<file path="config.mk">
export PLATFORM = sky130hd
export DESIGN_NAME = uart_tx_flat
export DESIGN_NICKNAME = d
export VERILOG_FILES = /design/src/rtl/uart_pkg.sv /design/src/rtl/uart_if.sv /design/src/rtl/uart_baud_cnt.sv /design/src/rtl/uart_tx.sv /design/src/flat_wrapper.sv
export SDC_FILE = /design/constraint.sdc
export NUM_CORES = 1
export LEC_CHECK = 0
export CORE_MARGIN = 4
export CORE_UTILIZATION = 46
export CTS_CLUSTER_SIZE = 24
export DETAILED_ROUTE_END_ITERATION = 8
export MAX_ROUTING_LAYER = met4
export PLACE_DENSITY = 0.68
export RECOVER_POWER = 50
export SLEW_MARGIN = 20
export SYNTH_ARGS = -nofsm -noshare
export SYNTH_HDL_FRONTEND = slang
export SYNTH_HIERARCHICAL = 1
export SYNTH_SLANG_ARGS = --single-unit
</file>
<file path="constraint.sdc">
create_clock -name i_clk -period 2.3 [get_ports i_clk]
set_clock_uncertainty 0.05 [all_clocks]
set_input_delay 0.46 -clock i_clk [delete_from_list [all_inputs] [get_ports i_clk]]
set_output_delay 0.46 -clock i_clk [all_outputs]
set_load 0.005 [all_outputs]
</file>
<file path="src/rtl/uart_pkg.sv">
// Shared types and helpers for the UART transmitter (and its future receiver).
package uart_pkg;

    typedef enum logic [2:0] {
        S_IDLE,
        S_START,
        S_DATA,
        S_PARITY,
        S_STOP
    } uart_state_e;

    localparam int PAR_NONE = 0;
    localparam int PAR_ODD  = 1;
    localparam int PAR_EVEN = 2;

    function automatic int calc_bps_cnt(input int clk_freq, input int baud);
        return clk_freq / baud;
    endfunction

    // Even mode sends the XOR of the data bits, odd mode its inverse.
    function automatic logic calc_par(input logic [7:0] data, input int mode);
        return (mode == PAR_ODD) ? ~^data : ^data;
    endfunction

endpackage

</file>
<file path="src/rtl/uart_if.sv">
// Byte-in / serial-out bundle between the buffering controller and uart_tx.
interface uart_if;
    logic [7:0] din;
    logic       din_vld;
    logic       busy;
    logic       tx;
    logic       overflow;

    modport master (output din, din_vld, input busy, tx, overflow);
    modport slave  (input din, din_vld, output busy, tx, overflow);
endinterface

</file>
<file path="src/rtl/uart_baud_cnt.sv">
// Enable-gated bit-period counter; o_bit_end pulses on the last clock of each bit.
module uart_baud_cnt #(
    parameter int BPS_CNT = 434
) (
    input  logic i_clk,
    input  logic i_rst,
    input  logic i_en,
    input  logic i_clr,
    output logic o_bit_end
);
    localparam int CW = (BPS_CNT > 1) ? $clog2(BPS_CNT) : 1;

    logic [CW-1:0] r_cnt;
    logic          w_wrap;

    assign w_wrap    = (r_cnt == CW'(BPS_CNT - 1));
    assign o_bit_end = i_en && w_wrap;

    always_ff @(posedge i_clk) begin
        if (i_rst || i_clr) begin
            r_cnt <= '0;
        end else if (i_en) begin
            r_cnt <= w_wrap ? '0 : r_cnt + 1'b1;
        end
    end
endmodule

</file>
<file path="src/rtl/uart_tx.sv">
// 8-bit UART transmitter with a shifter plus one holding slot, so a byte
// arriving one cycle after busy was sampled low still fits.
module uart_tx
    import uart_pkg::*;
#(
    parameter int CLK_FREQ  = 50_000_000,
    parameter int BAUD      = 115200,
    parameter int PARITY    = PAR_NONE,
    parameter int STOP_BITS = 1
) (
    input logic   i_clk,
    input logic   i_rst,
    uart_if.slave bus
);
    localparam int BPS_CNT = calc_bps_cnt(CLK_FREQ, BAUD);

    uart_state_e r_state;
    logic [7:0]  r_shift;
    logic [7:0]  r_hold;
    logic        r_hold_vld;
    logic        r_par_bit;
    logic [2:0]  r_bit_idx;
    logic        r_stop_cnt;
    logic        r_tx;
    logic        r_busy;
    logic        r_ovf;

    logic w_bit_end;
    logic w_last_stop;
    logic w_shift_free;
    logic w_load_din;
    logic w_load_hold;
    logic w_hold_wr;
    logic w_drop;

    uart_baud_cnt #(.BPS_CNT(BPS_CNT)) u_baud (
        .i_clk    (i_clk),
        .i_rst    (i_rst),
        .i_en     (r_state != S_IDLE),
        .i_clr    (w_load_din && (r_state == S_IDLE)),
        .o_bit_end(w_bit_end)
    );

    // A slot frees on the edge that ends the final stop bit; the held byte has
    // priority for the shifter, so a new byte then lands in the holding slot.
    assign w_last_stop  = (r_state == S_STOP) && w_bit_end &&
                          (r_stop_cnt == 1'(STOP_BITS - 1));
    assign w_shift_free = (r_state == S_IDLE) || (w_last_stop && !r_hold_vld);
    assign w_load_din   = bus.din_vld && w_shift_free;
    assign w_load_hold  = w_last_stop && r_hold_vld;
    assign w_hold_wr    = bus.din_vld && !w_shift_free && (!r_hold_vld || w_last_stop);
    assign w_drop       = bus.din_vld && !w_shift_free && r_hold_vld && !w_last_stop;

    always_ff @(posedge i_clk) begin
        if (i_rst) begin
            r_state    <= S_IDLE;
            r_shift    <= '0;
            r_hold     <= '0;
            r_hold_vld <= 1'b0;
            r_par_bit  <= 1'b0;
            r_bit_idx  <= '0;
            r_stop_cnt <= 1'b0;
            r_tx       <= 1'b1;
            r_busy     <= 1'b0;
            r_ovf      <= 1'b0;
        end else begin
            if (w_drop) begin
                r_ovf <= 1'b1;
            end

            if (w_hold_wr) begin
                r_hold     <= bus.din;
                r_hold_vld <= 1'b1;
            end else if (w_load_hold) begin
                r_hold_vld <= 1'b0;
            end

            if (w_load_din || w_load_hold) begin
                r_shift    <= w_load_din ? bus.din : r_hold;
                r_par_bit  <= calc_par(w_load_din ? bus.din : r_hold, PARITY);
                r_state    <= S_START;
                r_stop_cnt <= 1'b0;
                r_tx       <= 1'b0;
                r_busy     <= 1'b1;
            end else if (w_bit_end) begin
                case (r_state)
                    S_START: begin
                        r_state   <= S_DATA;
                        r_bit_idx <= '0;
                        r_tx      <= r_shift[0];
                    end
                    S_DATA: begin
                        if (r_bit_idx == 3'd7) begin
                            if (PARITY != PAR_NONE) begin
                                r_state <= S_PARITY;
                                r_tx    <= r_par_bit;
                            end else begin
                                r_state <= S_STOP;
                                r_tx    <= 1'b1;
                            end
                        end else begin
                            r_bit_idx <= r_bit_idx + 3'd1;
                            r_shift   <= {1'b0, r_shift[7:1]};
                            r_tx      <= r_shift[1];
                        end
                    end
                    S_PARITY: begin
                        r_state <= S_STOP;
                        r_tx    <= 1'b1;
                    end
                    S_STOP: begin
                        // Holding slot is empty here; otherwise the load branch won.
                        if (w_last_stop) begin
                            r_state <= S_IDLE;
                            r_busy  <= 1'b0;
                        end else begin
                            r_stop_cnt <= r_stop_cnt + 1'b1;
                        end
                    end
                    default: r_state <= S_IDLE;
                endcase
            end
        end
    end

    assign bus.tx       = r_tx;
    assign bus.busy     = r_busy;
    assign bus.overflow = r_ovf;
endmodule

</file>
<file path="src/flat_wrapper.sv">
// flat-port wrapper written by rule: the top's interface ports become plain ports
module uart_tx_flat import uart_pkg::*;
#(
    parameter int CLK_FREQ  = 50_000_000,
    parameter int BAUD      = 115200,
    parameter int PARITY    = PAR_NONE,
    parameter int STOP_BITS = 1
)
  (i_clk, i_rst, bus_din, bus_din_vld, bus_busy, bus_tx, bus_overflow);
  uart_if bus_i ();
  input logic i_clk;
  input logic i_rst;
  input wire logic [$bits(bus_i.din)-1:0] bus_din;
  input wire logic [$bits(bus_i.din_vld)-1:0] bus_din_vld;
  output wire logic [$bits(bus_i.busy)-1:0] bus_busy;
  output wire logic [$bits(bus_i.tx)-1:0] bus_tx;
  output wire logic [$bits(bus_i.overflow)-1:0] bus_overflow;
  assign bus_i.din = bus_din;
  assign bus_i.din_vld = bus_din_vld;
  assign bus_busy = bus_i.busy;
  assign bus_tx = bus_i.tx;
  assign bus_overflow = bus_i.overflow;
  uart_tx #(.CLK_FREQ(CLK_FREQ), .BAUD(BAUD), .PARITY(PARITY), .STOP_BITS(STOP_BITS)) u_core (.i_clk(i_clk), .i_rst(i_rst), .bus(bus_i));
endmodule
</file>
After elaboration in Yosys (flattened, before gate mapping)
Cells that the tools add are included.
{"block": "classes", "bitwise_logic": 3, "add_sub_neg": 3, "n_reduce_logical": 35, "muxes": 23, "n_eq_ne": 12}
{"operator": "$mux W8", "count": 5}
{"operator": "$reduce_and A3 Y1", "count": 5}
{"operator": "$pmux W3 S4", "count": 1}
{"operator": "$reduce_bool A2 Y1", "count": 6}
{"operator": "$logic_and A1 B1 Y1", "count": 11}
{"operator": "$mux W1", "count": 11}
{"operator": "$add A9 B1 Y9 const B", "count": 1}
{"operator": "$eq A9 B9 Y1 const B", "count": 1}
{"operator": "$mux W3", "count": 3}
{"operator": "$mux W9", "count": 1}
{"operator": "$eq A3 B2 Y1 const B", "count": 2}
{"operator": "$eq A3 B3 Y1 const B", "count": 2}
{"operator": "$ne A2 B1 Y1 const B", "count": 3}
{"operator": "$pmux W3 S2", "count": 1}
{"operator": "$logic_or A1 B1 Y1", "count": 4}
{"operator": "$reduce_and A4 Y1", "count": 1}
{"operator": "$reduce_bool A4 Y1", "count": 1}
{"operator": "$add A3 B1 Y3 const B", "count": 1}
{"operator": "$eq A3 B1 Y1 const B", "count": 1}
{"operator": "$logic_not A1 Y1", "count": 3}
{"operator": "$logic_not A3 Y1", "count": 1}
{"operator": "$ne A3 B1 Y1 const B", "count": 1}
{"operator": "$ne A3 B2 Y1 const B", "count": 1}
{"operator": "$not A1 Y1", "count": 3}
{"operator": "other kinds (6)", "count": 6}
{"block": "word_totals", "ff_bits": 36, "in_bits": 11, "output_inout_bits": 3}

Longest topological paths before layout
Gate-level depths: netlist of the first run.
{"block": "depth", "ltp_word": 10, "ltp_mapped": 11, "depth_no_buf": 10}

Hierarchy
Netlist of the first run, hierarchy kept.
{"module": "uart_tx", "n_inst": 1, "seq_area_each_um2": 540.5, "area_per_inst_um2": 1375.1, "cells_each": 153}
{"module": "uart_baud_cnt", "n_inst": 1, "seq_area_each_um2": 180.2, "area_per_inst_um2": 474.2, "cells_each": 55}

Worst setup path after synthesis of the first run
No wires, ideal clock.
{"block": "synth_path", "kind": "register to register", "startpoint": "reg u_core.r_state[1]", "endpoint": "reg u_core.r_shift[7]", "t_arrival_ns": 2.268, "path_stages_with_launch": 12, "setup_ns": 0.128, "path_slack_ns": -0.145, "required_time_ns": 2.122, "n_path_buf": 2, "cell_sequence": "dfxtp_1 > nor2_2 > nand2_1 > buf_6 > nand4_1 > nor2_1 > nand2b_1 > or3_4 > and2_4 > buf_6 > a222oi_1 > nor2_1"}
{"block": "synth_via", "elab_chain_len": 10, "word_cells_on_any_way": 18}
{"item": "start: declaration", "line_no": "uart_tx.sv:17", "rtl": "uart_state_e r_state;"}
{"item": "start signal: assignment", "line_no": "uart_tx.sv:56", "rtl": "r_state <= S_IDLE;"}
{"item": "start signal: assignment", "line_no": "uart_tx.sv:81", "rtl": "r_state <= S_START;"}
{"item": "start signal: assignment", "line_no": "uart_tx.sv:88", "rtl": "r_state <= S_DATA;"}
{"item": "$reduce_bool A3 Y1 (*)", "line_no": "uart_tx.sv:39", "rtl": ".i_en (r_state != S_IDLE),"}
{"item": "$logic_and A1 B1 Y1 (*)", "line_no": "uart_baud_cnt.sv:17", "rtl": "assign o_bit_end = i_en && w_wrap;"}
{"item": "via u_core.w_bit_end", "line_no": "uart_tx.sv:28", "rtl": "logic w_bit_end;"}
{"item": "$logic_and A1 B1 Y1 (2 in a row)", "line_no": "uart_tx.sv:46", "rtl": "assign w_last_stop = (r_state == S_STOP) && w_bit_end &&"}
{"item": "$logic_and A1 B1 Y1", "line_no": "uart_tx.sv:48", "rtl": "assign w_shift_free = (r_state == S_IDLE) || (w_last_stop && !r_hold_vld);"}
{"item": "$logic_or A1 B1 Y1", "line_no": "uart_tx.sv:48"}
{"item": "$logic_and A1 B1 Y1", "line_no": "uart_tx.sv:49", "rtl": "assign w_load_din = bus.din_vld && w_shift_free;"}
{"item": "$logic_or A1 B1 Y1", "line_no": "uart_tx.sv:78", "rtl": "if (w_load_din || w_load_hold) begin"}
{"item": "$ne A2 B1 Y1 (no line) or $reduce_bool A2 Y1 (tied branches)"}
{"item": "$reduce_and A3 Y1 (no line)"}
{"item": "end signal: assignment", "line_no": "uart_tx.sv:79", "rtl": "r_shift <= w_load_din ? bus.din : r_hold;"}
{"item": "end signal: assignment", "line_no": "uart_tx.sv:103", "rtl": "r_shift <= {1'b0, r_shift[7:1]};"}
{"item": "end: declaration", "line_no": "uart_tx.sv:18", "rtl": "logic [7:0] r_shift;"}
The timed path passes the listed nets; every way through them passes the cells marked *.
A chain may end at the register's enable or synchronous reset.

Final worst setup path of the first run
{"block": "layout_path", "startpoint": "reg u_core.u_baud.r_cnt[1]", "endpoint": "reg u_core.r_shift[2]"}
{"block": "layout_via", "elab_chain_len": 10, "word_cells_on_any_way": 15}
{"item": "start: declaration", "line_no": "uart_baud_cnt.sv:13", "rtl": "logic [CW-1:0] r_cnt;"}
{"item": "start signal: assignment", "line_no": "uart_baud_cnt.sv:23", "rtl": "r_cnt <= w_wrap ? '0 : r_cnt + 1'b1;"}
{"item": "$eq A9 B9 Y1 (*)", "line_no": "uart_baud_cnt.sv:16", "rtl": "assign w_wrap = (r_cnt == CW'(BPS_CNT - 1));"}
{"item": "$logic_and A1 B1 Y1 (*)", "line_no": "uart_baud_cnt.sv:17"}
{"item": "via u_core.w_bit_end", "line_no": "uart_tx.sv:28"}
{"item": "$logic_and A1 B1 Y1 (2 in a row)", "line_no": "uart_tx.sv:46"}
{"item": "$logic_and A1 B1 Y1", "line_no": "uart_tx.sv:48"}
{"item": "$logic_or A1 B1 Y1", "line_no": "uart_tx.sv:48"}
{"item": "$logic_and A1 B1 Y1", "line_no": "uart_tx.sv:49"}
{"item": "$logic_or A1 B1 Y1", "line_no": "uart_tx.sv:78"}
{"item": "$ne A2 B1 Y1 (no line) or $reduce_bool A2 Y1 (tied branches)"}
{"item": "$reduce_and A3 Y1 (no line)"}
Marks and branches as above.

==> metrics.md, run 1 <==
| Metric | Value |
|---|---|
| LEAKAGE | 0.862 nW |
| Hold Path Class | flop to flop |
| Arr. time, crit path | 2.36 ns |
| Final hold viol count | 0 |
| Slew @ Worst Pin | 0.415 ns |
| Wirelength, routed | 4.17 mm |
| Initial antenna violation count | 0 |
| DIE AREA | 5100 µm² |
| IO Port Bufs | 13 |
| Vias in the first global route | 1,523 |
| Max_slew headroom | 0.723 |
| Commonest cells after routing, fill and taps aside | dfxtp_1, nor2_1, nand2_1, buf_4, a21oi_1 |
| Kind of critical path | flop to flop |
| DRC violations left | 0 |
| Clock root buffer | clkbuf_8 |
| Ys flop type | dfxtp_1 |
| Worst hold slack | 0.417 ns |
| Critical path capture point type | flop |
| Num Clock Sinks | 36 |
| Avg Vias per Cell | 5.73 |
| Final core utilization | 0.603 |
| Synth top area cells | dfxtp_1, mux2i_1, nor2_1 |
| Syn avg cell area | 8.89 µm² |
| Final net count | 249 |
| Max-cap violation count | 0 |
| Top cell type by total area after synthesis | dfxtp_1 |
| Post-route ant nets | 0 |
| Slowest stage cell, crit path | dfxtp_1 |
| Max stage delay on crit path | 0.33 ns |
| Max Freq | 450 MHz |
| Setup violators final | 0 |
| FF+latch count, synth | 36 |
| Power per cell area | 575 nW/µm² |
| Total power | 1.31 mW |
| Fillers | 324 |
| Syn_nets | 223 |
| GP Congestion | 0.827 |
| Core footprint | 3770 µm² |
| Gr ovfl total | 0 |
| Post-route setup TNS | 0 ns |
| Total track usage | 0.170 |
| Clock-pin slew on the worst setup and hold paths | 0.07 ns |
| CP Launch Type | flop |
| Cts hold-fix bufs | 0 |
| Worst-Skew Late Latency | 0.29 ns |
| Post-Synthesis Cells | 208 |
| Routed WL per cell | 14.7 µm |
| CTS max path bufs | 2 |
| Num CTS Buffers | 5 |
| Slew Viols, Final | 0 |
| Fraction of layout cells with a size suffix above 1 | 0.196 |
| Via count | 1,622 |
| CTS tree | yes |
| Starting DRT DRC Count | 171 |
| Die Wd | 71.4 µm |
| Warning count from the yosys run | 6 |
| Commonest non-fill, non-tap cell in the layout | dfxtp_1 |
| First-pass GRT wire length | 6.82 mm |
| Die Ht | 71.4 µm |
| Cell Rows | 22 |
| Level count of the clock H-tree | 2 |
| Synth-to-layout area growth | 23.0% |
| CP delay by family, top | simple AND/OR/NAND/NOR gates |
| Worst vdd ir | 0.000329 V |
| Post-layout min period | 2.22 ns |
| Share of flip-flops with an asynchronous set or reset | 0 |
| Syn Std Cell Area | 1850 µm² |
| Placed Area | 2090 µm² |
| Status | finished clean |
| Seq/Total Area, Yosys | 0.390 |
| Cell variety after synth | 48 |
| Ports | 14 |
| Ant. Diodes | 0 |
| Yosys top cell area share | 0.390 |
| Largest net degree at the start of global routing | 34 |
| Max Fanout on Critical Path | 6 |
| Initial Util | 0.490 |
| Final period utilization | 0.967 |
| Crit path cell chain | inv_1 > ha_1 > nor2b_2 > nand4_1 > nor2_4 > buf_4 > inv_1 > o31ai_1 > and3_2 > or2_4 > o311ai_1 |
| Number of synthesized flops with an enable pin | 0 |
| Buffers and inverters on the worst path | 3 |
| Router iterations before antenna repair | 4 |
| DP HPWL | 2.82 mm |
| Critical Path RT | 2.44 ns |
| Final Cell Area | 2270 µm² |
| Cell mode on critical path | inv_1 |
report_power, final:
part           leakage (nW)  total (mW)  switching [mW]  internal (mW)
Sequential            0.295       0.672          0.0206          0.652
Combinational         0.522       0.178          0.0892         0.0892
Clock                0.0455       0.457           0.213          0.244
Total                 0.862        1.31           0.323          0.985
final cells by class:
class	count	area, µm²	share of cell area
Multi-Input combinational cell	156	1110	0.490
Sequential cell	36	724	0.318
Clock buffer	8	90.1	0.0396
Tap cell	48	60.1	0.0264
Timing Repair Buffer	29	263	0.116
Inverter	6	22.5	0.00990
cell families (layout without fill, tap and decap cells):
kind of cell               Yosys count  count (layout)  share of synthesized area
AOI/OAI and AO/OA                   47              47                      0.187
xor gates and xnor gates             4               4                     0.0189
and+or+nand+nor                     86              87                      0.248
buffers and inverters               17              43                     0.0521
muxes                               14              14                     0.0771
DFF                                 36              36                      0.390
adders and majority gates            4               4                     0.0271
metal layers:
metal	global-route usage	routed length (µm)	share of wire
met3	0.0589	164	0.039
met1	0.211	1970	0.47
met5	-	0	0
met2	0.259	1950	0.47
met4	0.0543	75	0.018
stage by stage:
stage	instances	worst slack, ns
2_1_floorplan	208	0.0341
4_1_cts	280	0.0933
3_5_place_dp	272	0.113
5_1_grt	283	-0.0583
3_3_place_gp	272	0.226
6_report	283	0.0756
cell usage after synthesis, drive strengths merged, types with 2 or more instances:
cell type,instances
nand3b,10
o22ai,3
and3,4
nor2,29
nand3,5
mux2,2
o21bai,2
a2111oi,2
xor2,3
nand4,4
o21ai,5
dfxtp,36
nor3,3
nor2b,4
or2,2
a21oi,13
o211ai,2
a211oi,3
ha,4
clkbuf,5
o311ai,5
inv,6
or3,3
mux2i,12
nand2,15
nand2b,4
buf,6
a31oi,2
o2111ai,3
worst paths after layout:
check	startpoint	endpoint	slack, ns	cells past startpoint
max	u_core/u_baud/r_cnt[1]	u_core/r_shift[2]	0.08	11
min	u_core/r_bit_idx[2]	u_core/r_bit_idx[2]	0.42	2
max reg2reg	u_core/u_baud/r_cnt[1]	u_core/r_shift[2]	0.08	11
min reg2reg	u_core/r_bit_idx[2]	u_core/r_bit_idx[2]	0.42	2
worst reg2reg max path: cells and delay by family, from the launching register on:
kind / cells / cell delay, ns
buffers and inverters: 3 / 0.30
adders and majority gates: 1 / 0.17
and+or+nand+nor: 5 / 0.90
AOI/OAI and AO/OA: 2 / 0.37
DFF: 1 / 0.33
timing repair:
action | 4_1_cts | 5_1_grt
setup buffers | 0 | 2
setup endpoints to repair | 0 | 13
gates resized for setup | 0 | 12
registers in the layout, indices dropped and copies added, names as in the netlist:
register             flops
u_core/r_hold_vld        1
u_core/r_state           3
u_core/r_shift           8
u_core/r_stop_cnt        1
u_core/r_hold            8
u_core/bus.overflow      1
u_core/bus.tx            1
u_core/r_bit_idx         3
u_core/u_baud/r_cnt      9
u_core/bus.busy          1
Note: power is estimated with default switching activity, not from simulation.
==> inputs of run 2 (changes only) <==
--- a/config.mk
+++ b/config.mk
@@ -10,7 +10,7 @@
 export CTS_CLUSTER_SIZE = 24
 export DETAILED_ROUTE_END_ITERATION = 8
 export MAX_ROUTING_LAYER = met4
-export PLACE_DENSITY = 0.68
+export PLACE_DENSITY = 0.65
 export RECOVER_POWER = 50
 export SLEW_MARGIN = 20
 export SYNTH_ARGS = -nofsm -noshare
==> constraint.sdc (replaced) <==
create_clock -name i_clk -period 2.2 [get_ports i_clk]
set_clock_uncertainty 0.05 [all_clocks]
set_input_delay 0.44 -clock i_clk [delete_from_list [all_inputs] [get_ports i_clk]]
set_output_delay 0.44 -clock i_clk [all_outputs]
set_load 0.005 [all_outputs]
==> metrics.md, run 2 (same netlist as run 1, synthesis figures left out) <==
| Metric | Value |
|---|---|
| Power per cell area | 577 nW/µm² (+0.39%) |
| DIE AREA | 5100 µm² (unchanged) |
| Worst r2r dst | u_core/r_shift[4] |
| Biggest regs | u_core/u_baud/r_cnt (9), u_core/r_hold (8), u_core/r_shift (8) |
| GP Congestion | 0.816 (-1.3%) |
| Total power | 1.40 mW (+7.1%) |
| Top reg by flops | u_core/u_baud/r_cnt |
| Vias in the first global route | 1,615 (+6.0%) |
| Post-layout min period | 2.25 ns (+0.0270 ns) |
| R2r worst-path depth | 10 (-1) |
| Cell Rows | 22 (unchanged) |
| Num Clock Sinks | 36 (unchanged) |
| Crit path cell chain | inv_2 > ha_4 > nor2b_1 > nand4_1 > nor2_4 > buf_6 > nand2b_4 > or3_4 > and2_4 > a2111oi_2 |
| Wirelength, routed | 4.53 mm (+8.9%) |
| Avg Vias per Cell | 5.65 (-1.3%) |
| Final net count | 264 (+6.0%) |
| Max Fanout on Critical Path | 7 (+1) |
| Level count of the clock H-tree | 2 (unchanged) |
| Worst hold slack | 0.411 ns (-0.00546 ns) |
| Synth-to-layout area growth | 31.3% |
| Max_slew headroom | 0.706 (-0.0167) |
| Reg2Reg Setup Slack | -0.05 ns (-0.13 ns) |
| Setup violators final | 4 (+4) |
| Hold Path Class | flop to flop |
| Ant. Diodes | 0 (unchanged) |
| CP delay by family, top | simple AND/OR/NAND/NOR gates |
| Initial antenna violation count | 0 (unchanged) |
| Cts hold-fix bufs | 0 (unchanged) |
| Slowest stage cell, crit path | or3_4 |
| CTS tree | yes |
| Ports | 14 (unchanged) |
| Initial Util | 0.490 (unchanged) |
| Worst vdd ir | 0.000289 V (-12%) |
| Crit path depth | 10 (-1) |
| Routed WL per cell | 15.2 µm (+3.4%) |
| Max stage delay on crit path | 0.37 ns (+0.04 ns) |
| Final period utilization | 1.02 (+0.0562) |
| Clock-pin slew on the worst setup and hold paths | 0.07 ns (about the same) |
| Max reg flops | 9 (unchanged) |
| Clock root buffer | clkbuf_8 |
| Failing checks | setup timing |
| First-pass GRT wire length | 7.36 mm (+7.8%) |
| Final hold viol count | 0 (unchanged) |
| RSZ-0062 raised after global routing | yes |
| Buffers and inverters on the worst path | 2 (-1) |
| Fillers | 293 (-9.6%) |
| CP Launch Type | flop |
| LEAKAGE | 0.945 nW (+9.5%) |
| Worst-Skew Late Latency | 0.30 ns (about the same) |
| DP HPWL | 3.02 mm (+7.0%) |
| DP Cell Count | 281 (+3.3%) |
| FF-to-FF Start | u_core/u_baud/r_cnt[1] |
| Gr ovfl total | 0 (unchanged) |
| Max Freq | 444 MHz (-1.2%) |
| Starting DRT DRC Count | 88 (-49%) |
| Post-route ant nets | 0 (unchanged) |
| Final worst setup slack | -0.0514 ns (-0.127 ns) |
| Final Cell Area | 2430 µm² (+6.7%) |
| Pre-CTS setup slack | 0.00748 ns (-0.105 ns) |
| Router iterations before antenna repair | 4 (unchanged) |
| Num CTS Buffers | 5 (unchanged) |
| Fraction of layout cells with a size suffix above 1 | 0.276 (+0.0803) |
| DRC violations left | 0 (unchanged) |
| Kind of critical path | flop to flop |
| Critical path capture point type | flop |
| Core footprint | 3770 µm² (unchanged) |
| Die Wd | 71.4 µm (unchanged) |
| Fin cells | 298 (+5.3%) |
| CTS max path bufs | 2 (unchanged) |
| Commonest cells after routing, fill and taps aside | dfxtp_1, buf_4, nor2_1 |
| Slew Viols, Final | 0 (unchanged) |
| Critical Path RT | 2.35 ns (-0.09 ns) |
| Status | complete, but fails checks |
| CP Capture Point | u_core/r_shift[4] |
| Total track usage | 0.186 (+0.0157) |
| Max-cap violation count | 0 (unchanged) |
| Arr. time, crit path | 2.40 ns (+0.04 ns) |
| CP Launch Point | u_core/u_baud/r_cnt[1] |
| Via count | 1,685 (+3.9%) |
| Die Ht | 71.4 µm (unchanged) |
| Placed Area | 2160 µm² (+3.2%) |
| Slew @ Worst Pin | 0.436 ns (+0.0214 ns) |
| Commonest non-fill, non-tap cell in the layout | dfxtp_1 |
| IO Port Bufs | 13 (unchanged) |
| Largest net degree at the start of global routing | 25 (-26%) |
## run 2: worst min path at each step
stage	startpoint	end	cells after the start
finish	u_core/r_bit_idx[1]	u_core/r_bit_idx[1]	2
global route	u_core/r_bit_idx[2]	u_core/r_bit_idx[2]	2
CTS	u_core/r_bit_idx[1]	u_core/r_bit_idx[1]	2
detailed placement	u_core/r_bit_idx[1]	u_core/r_bit_idx[1]	2
global placement	u_core/r_bit_idx[1]	u_core/r_bit_idx[1]	2
floorplan	u_core/r_bit_idx[1]	u_core/r_bit_idx[1]	2
## run 2: what timing repair did
| action | 4_1_cts | 5_1_grt |
|---|---|---|
| setup endpoints to repair | 7 | 17 |
| cloned | 0 | 1 |
| buffers inserted | 0 | 8 |
| pin swaps | 0 | 10 |
| gates resized for setup | 2 | 18 |
## run 2: area by class of cell
cell class | count | area [µm²] | area share
Sequential cell | 36 | 731 | 0.301
Clock inverter | 2 | 10.0 | 0.00412
Clock buffer | 6 | 82.6 | 0.0340
Tap cell | 48 | 60.1 | 0.0247
Inverter | 6 | 22.5 | 0.00928
Timing Repair Buffer | 44 | 383 | 0.158
Multi-Input combinational cell | 156 | 1140 | 0.469
## run 2: per-layer routing
| metal | track usage | wire length [µm] | up-vias |
|---|---|---|---|
| met5 | - | 0 | - |
| met3 | 0.0407 | 141 | 10 |
| met2 | 0.291 | 2260 | 29 |
| li1 | - | - | 838 |
| met4 | 0.0919 | 104 | 0 |
| met1 | 0.225 | 2020 | 808 |
## run 2: where the power goes
part           switching (mW)  internal, mW  leakage, nW
logic                  0.0993         0.110        0.598
registers              0.0219         0.680        0.296
clock network           0.240         0.250       0.0510
## run 2: through the flow
stage / TNS [ns] / utilization
2_1_floorplan: -0.0245 / -
3_3_place_gp: 0 / 0.572
3_5_place_dp: 0 / 0.572
4_1_cts: 0 / 0.599
5_1_grt: -1.16 / 0.644
6_report: -0.143 / 0.644
## run 2: worst reg2reg max path, cell delays in order (launching register included)
cell and delay (ns):
dfxtp_2 0.33, inv_2 0.06, ha_4 0.11, nor2b_1 0.11
nand4_1 0.17, nor2_4 0.22, buf_6 0.13, nand2b_4 0.05
or3_4 0.37, and2_4 0.19, a2111oi_2 0.35
==> variant, RTL diff (config.mk and constraints of run 1) <==
Make the reset (`i_rst`) asynchronous in one clocked block.
--- a/src/rtl/uart_tx.sv
+++ b/src/rtl/uart_tx.sv
@@ -51,7 +51,7 @@
     assign w_hold_wr    = bus.din_vld && !w_shift_free && (!r_hold_vld || w_last_stop);
     assign w_drop       = bus.din_vld && !w_shift_free && r_hold_vld && !w_last_stop;
 
-    always_ff @(posedge i_clk) begin
+    always_ff @(posedge i_clk or posedge i_rst) begin
         if (i_rst) begin
             r_state    <= S_IDLE;
             r_shift    <= '0;
Behaviour: differs if i_rst is asserted again (counterexample within 4 cycles, from zero or initial values and one cycle with i_rst high); with i_rst held inactive, the same outputs for 10 cycles.
==> variant against run 1 <==
- total power decreased by 5.3%
- worst setup slack gained 0.11 ns
- sequential cell count did not move
- fmax grew 5.1%
- area after synthesis grew 1.4%
- synthesized cell count down 11%
- wire length down 10%
- design area fell by 1.1%
- critical endpoint is now u_core/r_hold[0]$_DFFE_PP0P_
- highest routed layer unchanged
==> variant: results (changes against run 1) <==
[drt]
route.vias.total = 1458  ; -10%
wl_per_cell_um = 14.31  ; -2.8%

[power]
p_switching_mw = 0.2820  ; -13%
peakVddDrop_uv = 325.7  ; -0.99%
p_leak_nw = 0.9891  ; +15%

[min_path]
hold_end = u_core/bus.overflow$_DFFE_PP0P_
min_from = u_core/bus.overflow$_DFFE_PP0P_
hold_depth = 1  ; -1

[yosys]
async_flop_share_pct = 75.00  ; +75 points
synth_cell_type_count = 49  ; +2.1%
synth_common_cells = 26 x dfrtp_1, 17 x nor2_1, 16 x nand2_1
synth_seq_area_share_pct = 45.73  ; +6.8 points
syn_avg_cell_area_um2 = 10.08  ; +13%
synth_area_leaders = dfrtp_1 35%, dfxtp_1 9.6%, mux2_4 5.6%, mux2i_1 4.8%, nor2_1 3.4%

[outcome]
outcome = finished clean

[setup_path]
cp.arrival_ns = 2.24  ; -0.12 ns
worst-r2r-setup-slack_ns = 0.18  ; +0.11 ns
path_delay_family = simple AND/OR/NAND/NOR gates
cp_max_fo = 8  ; +2
r2r-end = u_core/r_hold[0]$_DFFE_PP0P_

[global_route]
grt_pass1_vias = 1335  ; -12%
grt_max_degree = 28  ; -18%
grt_pass1_wl_um = 6182  ; -9.4%
grt.total_usage_pct = 15.64  ; -1.4 points

[clock_tree]
cts_buffers = 5  ; unchanged

[place]
dp_cells = 252  ; -7.4%
place_hpwl_um = 2662  ; -5.8%
gp_congestion = 0.8675  ; +4.9%
pre_cts_slack_ns = 0.03766  ; -0.07528 ns

[timing]
hold_ws_ns = 0.4224  ; +0.005525 ns
timing.slew.headroom_pct = 4.845  ; -67 points

[layout]
drive_gt1_share_pct = 20.66  ; +1.1 points
layout.nets = 227  ; -8.8%

==> variant: cell types whose count changed in the layout (fill, tap and decap cells not counted), moves of 3 or more <==
cell and delta:
a21oi_1 -5, a22oi_1 +7, dfrtp_1 +26, dfxtp_1 -24, dfxtp_2 -3, mux2_4 +7, mux2i_1 -3, nand3b_1 -10
nor2_1 -11, o21ai_0 +8, o311ai_1 -3
==> variant: cells by family after synthesis <==
logic type                 count (synthesis)  synth area share (%)
and+or+nand+nor                           61                 16.76
AOI/OAI and AO/OA                         47                 16.76
DFF                                       36                 45.73
buffers and inverters                     17                 5.207
muxes                                     17                 11.01
xor gates and xnor gates                   4                 1.870
adders and majority gates                  4                 2.670
==> variant: final cells by class <==
type | count | area (µm²)
fillers | 322 | 1549
multi-input cells | 133 | 955.9
flip-flops and latches | 36 | 857.1
repair buffers | 28 | 251.5
clock buffers | 6 | 82.58
well taps | 48 | 60.06
inverters | 8 | 32.53
clock inverters | 2 | 10.01
==> variant: routing by layer <==
metal  up-vias  track usage, %  part of all wire (%)
li1        718               -                     -
met1       709           21.32                    50
met2        29           22.45                    45
met5         -               -                     0
met3         2           4.628                   4.2
met4         0           4.593                  0.32
==> variant: power groups by stage <==
stage	sequential (mW)	combinational [mW]	clock, mW
2_1_floorplan	0.691	0.0583	0
3_3_place_gp	0.691	0.100	0
3_5_place_dp	0.692	0.105	0
4_1_cts	0.680	0.105	0.473
5_1_grt	0.684	0.114	0.500
6_report	0.681	0.102	0.456
==> variant: repair_timing <==
action | in CTS | in global routing
setup endpoints to repair | 0 | 16
buffers inserted | 0 | 1
gates resized for setup | 0 | 3
hold buffers | 0 | 0
==> variant: worst max-delay path by stage <==
stage	from	slack (ns)	end
after CTS	u_core/u_baud/r_cnt[1]$_SDFFE_PP0P_	0.03	u_core/r_hold[0]$_DFFE_PP0P_
final	u_core/u_baud/r_cnt[1]$_SDFFE_PP0P_	0.18	u_core/r_hold[0]$_DFFE_PP0P_
after floorplan	u_core/r_state[2]$_DFFE_PP0P_	-0.02	u_core/r_hold[0]$_DFFE_PP0P_
after global placement	u_core/u_baud/r_cnt[1]$_SDFFE_PP0P_	0.16	u_core/r_hold[4]$_DFFE_PP0P_
after global routing	u_core/u_baud/r_cnt[1]$_SDFFE_PP0P_	0.03	u_core/r_hold[1]$_DFFE_PP0P_
after detailed placement	u_core/u_baud/r_cnt[1]$_SDFFE_PP0P_	0.04	u_core/r_hold[6]$_DFFE_PP0P_
